**src/rtl/vec_compress_pkg.sv**
```systemverilog
// Shared types for vec_compress: FSM state enum, lane typedef and count-width helper.
// FIXPOINT_WIDTH defaults to 16 bits when the build does not supply it.
`ifndef FIXPOINT_WIDTH
`define FIXPOINT_WIDTH 16
`endif

package vec_pkg;

  typedef enum logic [1:0] {
    IDLE = 2'd0,
    SCAN = 2'd1,
    DONE = 2'd2
  } vec_compress_state_t;

  typedef logic [`FIXPOINT_WIDTH-1:0] fixpoint_lane_t;

  // Wide enough to hold VEC_SIZE itself when every lane is active.
  function automatic int lane_cnt_w(input int n);
    return $clog2(n + 1);
  endfunction

endpackage

```
**src/rtl/vec_compress_if.sv**
```systemverilog
// Request/result bundle for vec_compress; master drives the request, slave returns the packed result.
`ifndef FIXPOINT_WIDTH
`define FIXPOINT_WIDTH 16
`endif

interface vec_compress_if
  import vec_pkg::*;
#(
  parameter int VEC_SIZE = 16
);
  localparam int CNT_W = lane_cnt_w(VEC_SIZE);

  logic                          i_start;
  logic [VEC_SIZE-1:0]           i_mask;
  fixpoint_lane_t [VEC_SIZE-1:0] i_vec;
  logic                          o_busy;
  logic                          o_done;
  fixpoint_lane_t [VEC_SIZE-1:0] o_vec;
  logic [CNT_W-1:0]              o_count;

  modport slave (
    input  i_start, i_mask, i_vec,
    output o_busy, o_done, o_vec, o_count
  );

  modport master (
    output i_start, i_mask, i_vec,
    input  o_busy, o_done, o_vec, o_count
  );
endinterface

```
**src/rtl/vec_compress.sv**
```systemverilog
// Packs mask-selected lanes into the low output lanes, one source lane examined per cycle.
// VEC_COMPRESS_EARLY_EXIT_EN ends the scan once no active lanes remain; default scans all lanes.
`ifndef FIXPOINT_WIDTH
`define FIXPOINT_WIDTH 16
`endif

module vec_compress
  import vec_pkg::*;
#(
  parameter int VEC_SIZE = 16
) (
  input  logic          i_clk,
  input  logic          i_rst_n,
  vec_compress_if.slave io_bus
);
  localparam int CNT_W = lane_cnt_w(VEC_SIZE);
  localparam int IDX_W = $clog2(VEC_SIZE);
  localparam logic [IDX_W-1:0] LAST_IDX = IDX_W'(VEC_SIZE - 1);

  vec_compress_state_t           r_state;
  vec_compress_state_t           w_state_nxt;
  logic [IDX_W-1:0]              r_idx;
  logic [IDX_W-1:0]              r_wptr;
  logic [CNT_W-1:0]              r_count;
  logic [VEC_SIZE-1:0]           r_mask;
  logic [VEC_SIZE-1:0]           w_mask_upd;
  fixpoint_lane_t [VEC_SIZE-1:0] r_vec;
  fixpoint_lane_t [VEC_SIZE-1:0] r_out;
  logic                          w_scan_end;

  always_comb begin
    w_mask_upd        = r_mask;
    w_mask_upd[r_idx] = 1'b0;
  end

`ifdef VEC_COMPRESS_EARLY_EXIT_EN
  assign w_scan_end = (r_idx == LAST_IDX) || (w_mask_upd == '0);
`else
  assign w_scan_end = (r_idx == LAST_IDX);
`endif

  always_comb begin
    w_state_nxt = r_state;
    case (r_state)
      IDLE:    if (io_bus.i_start) w_state_nxt = SCAN;
      SCAN:    if (w_scan_end) w_state_nxt = DONE;
      DONE:    w_state_nxt = IDLE;
      default: w_state_nxt = IDLE;
    endcase
  end

  always_ff @(posedge i_clk or negedge i_rst_n) begin
    if (!i_rst_n) r_state <= IDLE;
    else          r_state <= w_state_nxt;
  end

  // The write pointer may wrap after the final write of an all-ones mask; no write follows it.
  always_ff @(posedge i_clk or negedge i_rst_n) begin
    if (!i_rst_n) begin
      r_idx   <= '0;
      r_wptr  <= '0;
      r_count <= '0;
      r_mask  <= '0;
      r_vec   <= '0;
      r_out   <= '0;
    end else begin
      case (r_state)
        IDLE: begin
          if (io_bus.i_start) begin
            r_mask  <= io_bus.i_mask;
            r_vec   <= io_bus.i_vec;
            r_out   <= '0;
            r_count <= '0;
            r_idx   <= '0;
            r_wptr  <= '0;
          end
        end
        SCAN: begin
          if (r_mask[r_idx]) begin
            r_out[r_wptr] <= r_vec[r_idx];
            r_wptr        <= r_wptr + 1'b1;
            r_count       <= r_count + 1'b1;
          end
          r_mask <= w_mask_upd;
          r_idx  <= r_idx + 1'b1;
        end
        default: ;
      endcase
    end
  end

  assign io_bus.o_busy  = (r_state == SCAN);
  assign io_bus.o_done  = (r_state == DONE);
  assign io_bus.o_vec   = r_out;
  assign io_bus.o_count = r_count;

endmodule
```
**src/flat_wrapper.sv**
```systemverilog
// flat-port wrapper written by rule: the top's interface ports become plain ports
module vec_compress_flat import vec_pkg::*;
#(
  parameter int VEC_SIZE = 16
)
  (i_clk, i_rst_n, io_bus_i_start, io_bus_i_mask, io_bus_i_vec, io_bus_o_busy, io_bus_o_done, io_bus_o_vec, io_bus_o_count);
  vec_compress_if #(.VEC_SIZE(VEC_SIZE)) io_bus_i ();
  input  logic i_clk;
  input  logic i_rst_n;
  input wire logic [$bits(io_bus_i.i_start)-1:0] io_bus_i_start;
  input wire logic [$bits(io_bus_i.i_mask)-1:0] io_bus_i_mask;
  input wire logic [$bits(io_bus_i.i_vec)-1:0] io_bus_i_vec;
  output wire logic [$bits(io_bus_i.o_busy)-1:0] io_bus_o_busy;
  output wire logic [$bits(io_bus_i.o_done)-1:0] io_bus_o_done;
  output wire logic [$bits(io_bus_i.o_vec)-1:0] io_bus_o_vec;
  output wire logic [$bits(io_bus_i.o_count)-1:0] io_bus_o_count;
  assign io_bus_i.i_start = io_bus_i_start;
  assign io_bus_i.i_mask = io_bus_i_mask;
  assign io_bus_i.i_vec = io_bus_i_vec;
  assign io_bus_o_busy = io_bus_i.o_busy;
  assign io_bus_o_done = io_bus_i.o_done;
  assign io_bus_o_vec = io_bus_i.o_vec;
  assign io_bus_o_count = io_bus_i.o_count;
  vec_compress #(.VEC_SIZE(VEC_SIZE)) u_core (.i_clk(i_clk), .i_rst_n(i_rst_n), .io_bus(io_bus_i));
endmodule
```
**config.mk**
```make
export PLATFORM = sky130hd
export DESIGN_NAME = vec_compress_flat
export DESIGN_NICKNAME = d
export VERILOG_FILES = /design/src/rtl/vec_compress_pkg.sv /design/src/rtl/vec_compress_if.sv /design/src/rtl/vec_compress.sv /design/src/flat_wrapper.sv
export SDC_FILE = /design/constraint.sdc
export NUM_CORES = 1
export LEC_CHECK = 0
export BUFFER_PORTS_ARGS = -buffer_cell sky130_fd_sc_hd__buf_2
export CAP_MARGIN = 20
export CORE_MARGIN = 2
export CORE_UTILIZATION = 54
export CTS_CLUSTER_SIZE = 25
export DETAILED_ROUTE_END_ITERATION = 8
export GPL_TIMING_DRIVEN = 0
export PLACE_DENSITY_LB_ADDON = 0.12
export SLEW_MARGIN = 20
export SYNTH_ARGS = -nofsm -noshare
export SYNTH_HDL_FRONTEND = slang
export SYNTH_SLANG_ARGS = --single-unit
```
**constraint.sdc**
```tcl
create_clock -name i_clk -period 3.1 [get_ports i_clk]
set_input_delay 0.465 -clock i_clk [delete_from_list [all_inputs] [get_ports i_clk]]
set_output_delay 0.465 -clock i_clk [all_outputs]
set_load 0.03 [all_outputs]
```
Word-level counts from Yosys, hierarchy flattened
Index checks and enable logic that the tools add are counted.

Multiplexer cells: 24. Bitwise logic cells: 2. $mul: 0. Div/mod/pow operators: 0. $add $sub $neg: 3. Shift-type cells: 0. Reductions and logical operators: 8. Magnitude comparators: 4. Equal/unequal tests: 6.

Operators with widths (count): $mux 256 (2); $pmux 256 s2 (1); $bwmux 256 (1); $bmux 16 s4 (1); $demux 16 s4 (1); $mux 16 (3); $pmux 16 s2 (1); $and 16x16->16 (1); $not 16->16 (1); $pmux 4 s2 (2); $lt 4x5->1 const B (2); $mux 5 (2); $pmux 5 s2 (1); $add 4x1->4 const B (2); $ge 4x1->1 const B (2); $mux 4 (2); $reduce_and 2->1 (3); $add 5x1->5 const B (1); $bmux 1 s4 (1); $demux 1 s4 (1); $eq 4x4->1 const B (1); $mux 2 (2); $ne 2x1->1 const B (2); $pmux 2 s2 (1); 8 further kinds (10).

Register bits: 543. Memories: 0. Bits of input ports: 275. RAM bits: 0. Output and inout port bits: 263. Bits in latches: 0. ROM bits: 0. Logic and storage cells: 84.

Longest topological paths before layout
Depth in word-level cells: 7. Mapped depth: 10. Mapped depth without buffers: 6.

Least setup slack after synthesis
OpenSTA, ideal clock, no wires.

Kind: register to register. From: reg u_core.r_idx[0]. To: reg u_core.r_out, in the netlist u_core.io_bus.o_vec[100]. Data arrival time: 2.553 ns. Cell stages (with the launch flop): 7. Required time: 2.979 ns. Buffers on the path: 3. Path slack: 0.426 ns. Setup time: 0.121 ns. Cell sequence: dfrtp_1 > buf_4 > buf_1 > mux4_2 > mux4_2 > buf_1 > a22o_1.

Longest elaborated chain between the ends: 5.

RTL lines: start: declaration (line vec_compress.sv:22) `logic [IDX_W-1:0] r_idx;`; start signal: assignment (line vec_compress.sv:85) `r_idx <= r_idx + 1'b1;`; $bmux 16 s4 (line vec_compress.sv:80) `r_out[r_wptr] <= r_vec[r_idx];`; $mux 16 (implied by the code) (line vec_compress.sv:80); $bwmux 256 (line vec_compress.sv:80); $mux 256 (line vec_compress.sv:79) `if (r_mask[r_idx]) begin`; $pmux 256 s2 (line vec_compress.sv:67) `case (r_state)`; end signal: indexed assignment (line vec_compress.sv:80); end: declaration (line vec_compress.sv:28) `fixpoint_lane_t [VEC_SIZE-1:0] r_out;`.

Several ways; a longest one is shown, not always the timed one. The select of a mux whose other input is x is not followed. A chain may end at the register's enable or synchronous reset.

Worst setup path in the final report
From: reg u_core.r_state[1]. To: reg u_core.r_out, in the netlist u_core.io_bus.o_vec[151].

Longest elaborated chain between the ends: 3.

RTL lines: start: declaration (line vec_compress.sv:20) `vec_compress_state_t r_state;`; start signal: assignment (line vec_compress.sv:54) `else r_state <= w_state_nxt;`; $eq 2x1->1 or $logic_not 2->1 (tied branches) (line vec_compress.sv:67); $ne 2x1->1 (no line) (tied with other cells); $reduce_and 3->1 (no line).

Several ways; a longest one is shown, not always the timed one.

==> qor.yml <==
cellPowerDensity_nw_per_um2: 1160
cts.htree.levels: 2
cp_data_required_time_ns: 3.60
switching_share_pct: 43.1
stdcell_area_um2: 28500
floorplan.die_area_um2: 44000
chipHeight_um: 210
vias: 19000
timing.final.crit_period_ns: 3.06
number_of_antenna_violations_at_the_first_check_in_global_routing: 20
setup_violations: 0
power_switching_uw: 14300
critical_path.max_stage_delay_ns: 0.55
yosysWarningCount: 0
grt_pass1_wl_um: 117000
core_area_um2: 41900
detail_route.vias_per_cell: 5.85
postSynthRegisterBits: 543
floorplan.die.width_um: 210
cts_tree: "yes"
holdCritStartpoint: "io_bus_i_vec[217]"
worst_r2r_path_depth: 9
cp-end-kind: "flop"
clkTransAtPathRegs_ns: 0.07
port_buffers: 537
area_delta_synth_final_pct: 24.7
drt_iter0_drc: 1835
synthDistinctLibCells: 38
dpl_cell_area_um2: 26400
p_leak_uw: 0.0151
synth_area_per_cell_um2: 11.1
floorplan.rows: 75
maxSlewHeadroom_pct: 47.8
synth_sequential_area_ratio_pct: 59.5
timing_worst_slew_pin_value_ns: 0.783
worst_path_dominant_cell_family: "buffers and inverters"
critical_path_peak_fanout: 10
power.clock.fraction_pct: 20.6
finalCritPeriodShare_pct: 98.6
drt-wirelength-per-cell_um: 24.2
critical_path.n_buffers_inverters: 5
reg2reg_capture_point: "u_core.io_bus.o_vec[151]$_DFFE_PN0P_"
cp_slowest_cell: "or4_1"
vias_in_the_first_global_route: 18900
grt.total_usage_pct: 36.0
grt.overflow.total: 0
rsz0062_at_grt: "no"
status: "completed"
finalHoldViolations: 0
layout_commonest_cell: "nand2_1"
min-delay-path-class: "in -> reg"
max-cap-violations: 0
detailed_place_hpwl_um: 58800
proportion_of_power_drawn_by_combinational_gates_pct: 45.4
postRouteAntennaNets: 0
timing_worst_setup_path_type: "reg -> reg"
start_util_pct: 54.6
mappedNetlistNets: 2339
worst_clock_skew_ns: 0.0171
finalSetupTns_ns: 0
maxSlewViolCount: 0
drc: 0
cts-root-to-sink-buffers: 3
cts_num_sinks: 543
worst-r2r-setup-slack_ns: 0.04
crit_path_start_kind: "flop"
tritoncts.num_buffers: 54
gate_count_after_technology_mapping: 2055
layout_common_cells: "nand2_1 (794), buf_2 (572), dfrtp_1 (543)"
cp_cell_sequence: "buf_2 -> nand2b_1 -> clkinv_1 -> and3_4 -> clkbuf_2 -> or4_1 -> buf_2 -> buf_6 -> a22o_1"
hold_depth: 3
dr.pass1.iters: 7
routabilityCongestion: 0.904
worstSkewPairLatency_ns: 0.63
fmax_mhz: 327
syn_area_um2: 22800
intPower_uw: 18900
ctsRootBufferMaster: "clkbuf_16"
power.sequential.fraction_pct: 34.0
worst_r2r_startpoint: "u_core.r_state[1]$_DFFE_PN0P_"
power.ir.vdd_worst_mv: 0.525
worstHoldEndpoint: "u_core.r_vec[217]$_DFFE_PN0P_"
boundaryPins: 538
totalWireLength_um: 78600
worstPathArrival_ns: 3.56
final_layout_size_suffix_gt1_share_pct: 30.1
finalNetCount: 2939
pin_count_of_the_biggest_net_entering_global_routing: 103
cp_common_cell: "buf_2"
## logic make-up after synthesis
group,share of synthesized area [%]
mux,8.56
compound gates,12.1
fa+ha+maj,0.493
buf+inv,3.68
simple gates,15.7
flops,59.5
## how the worst max path moves through the flow
stage	from	to	slack [ns]	cells after the start
floorplan	u_core.r_idx[0]$_DFFE_PN0P_	u_core.io_bus.o_vec[100]$_DFFE_PN0P_	0.43	6
global placement	i_rst_n	u_core.r_vec[229]$_DFFE_PN0P_	-9.15	1
detailed placement	u_core.r_idx[1]$_DFFE_PN0P_	u_core.io_bus.o_vec[117]$_DFFE_PN0P_	-1.07	7
CTS	u_core.r_idx[0]$_DFFE_PN0P_	u_core.io_bus.o_vec[75]$_DFFE_PN0P_	0.005	8
global route	u_core.r_state[1]$_DFFE_PN0P_	u_core.io_bus.o_vec[181]$_DFFE_PN0P_	0.004	9
finish	u_core.r_state[1]$_DFFE_PN0P_	u_core.io_bus.o_vec[151]$_DFFE_PN0P_	0.04	9
## flip-flops by register name (all words and copies together), names as in the netlist
register               cells
u_core.io_bus.o_vec      256
u_core.r_mask             16
u_core.r_state             2
u_core.io_bus.o_count      5
u_core.r_vec             256
u_core.r_idx               4
u_core.r_wptr              4
## final cells by class
cell class                      instances  area, µm²
Antenna cell                           10       25.0
Buffer                                169        897
Clock buffer                           87       1650
Clock inverter                         14        224
Fill cell                            3254      13400
Inverter                                8       30.0
Multi-Input combinational cell       1332       8500
Sequential cell                       543      13600
Tap cell                              539        674
Timing Repair Buffer                  547       2900
## worst reg2reg max path: cells and delay by family (launching register included)
| kind | cells | cell delay [ns] |
|---|---|---|
| buf+inv | 5 | 1.18 |
| simple gates | 3 | 1.14 |
| compound gates | 1 | 0.26 |
| flops | 1 | 0.33 |
## per-stage QoR
| step | hold slack (ns) | std cells | worst slack, ns | total power (µW) | utilization [%] |
|---|---|---|---|---|---|
| 6_report | 0.0304 | 3249 | 0.0421 | 33200 | 68.1 |
| 3_5_place_dp | 0.379 | 3137 | -1.07 | 25900 | 63.0 |
| 2_1_floorplan | 0.169 | 2055 | 0.426 | 20400 | - |
| 5_1_grt | 0.0211 | 3245 | 0.00373 | 34700 | 68.0 |
| 3_3_place_gp | 0.453 | 3131 | -9.15 | 25400 | 62.6 |
| 4_1_cts | 0.00163 | 3240 | 0.00466 | 33000 | 67.9 |
## synthesized netlist by cell type
| master | instances | area share, % |
|---|---|---|
| o22ai_1 | 2 | 0.055 |
| mux2i_1 | 13 | 0.57 |
| a22oi_1 | 1 | 0.033 |
| o21a_1 | 2 | 0.066 |
| inv_1 | 6 | 0.099 |
| clkbuf_1 | 88 | 1.4 |
| nor3_2 | 14 | 0.61 |
| inv_2 | 1 | 0.016 |
| and2_1 | 3 | 0.082 |
| o31a_1 | 2 | 0.077 |
| nand2b_1 | 5 | 0.14 |
| buf_1 | 26 | 0.43 |
| nor3_1 | 7 | 0.15 |
| and3_1 | 3 | 0.082 |
| clkinv_1 | 1 | 0.016 |
| mux4_2 | 81 | 8.0 |
| clkbuf_2 | 1 | 0.022 |
| nor2b_1 | 23 | 0.63 |
| a311oi_1 | 1 | 0.038 |
| nor4_1 | 2 | 0.055 |
| a31oi_1 | 4 | 0.11 |
| dfrtp_1 | 543 | 59 |
| ha_1 | 9 | 0.49 |
| buf_2 | 41 | 0.90 |
| a22o_1 | 256 | 9.8 |
| nor2_1 | 5 | 0.082 |
| a21oi_1 | 27 | 0.59 |
| nand3_1 | 4 | 0.088 |
| a21boi_0 | 15 | 0.49 |
| buf_6 | 14 | 0.69 |
| and3_4 | 1 | 0.049 |
| buf_4 | 2 | 0.066 |
| or3_1 | 1 | 0.027 |
| o21ai_0 | 36 | 0.79 |
| nand4_1 | 4 | 0.11 |
| nand2_1 | 794 | 13 |
| or2_2 | 1 | 0.027 |
| or4_1 | 16 | 0.53 |
## routing by layer
metal / vias up / track usage, % / share of wire (%)
met3: 213 / 7.81 / 8.4
met4: 24 / 19.1 / 5.8
met1: 9529 / 45.2 / 37
li1: 8286 / - / -
met2: 943 / 59.0 / 48
met5: - / 0 / 0.22
## power groups by stage
stage	Sequential [µW]	Combinational, µW	Clock (µW)
after floorplan	12600	7750	0
after global placement	11200	14300	0
after detailed placement	11300	14600	0
after CTS	11200	15000	6880
after global routing	11500	16000	7170
final	11300	15100	6830
## timing repair
action,CTS,global route
gates resized for setup,48,23
endpoints found under the hold margin,48,0
setup endpoints to repair,266,114
pin swaps,0,2
hold buffers,1,0
setup buffers,3,0
Note: power is estimated with default switching activity, not from simulation.
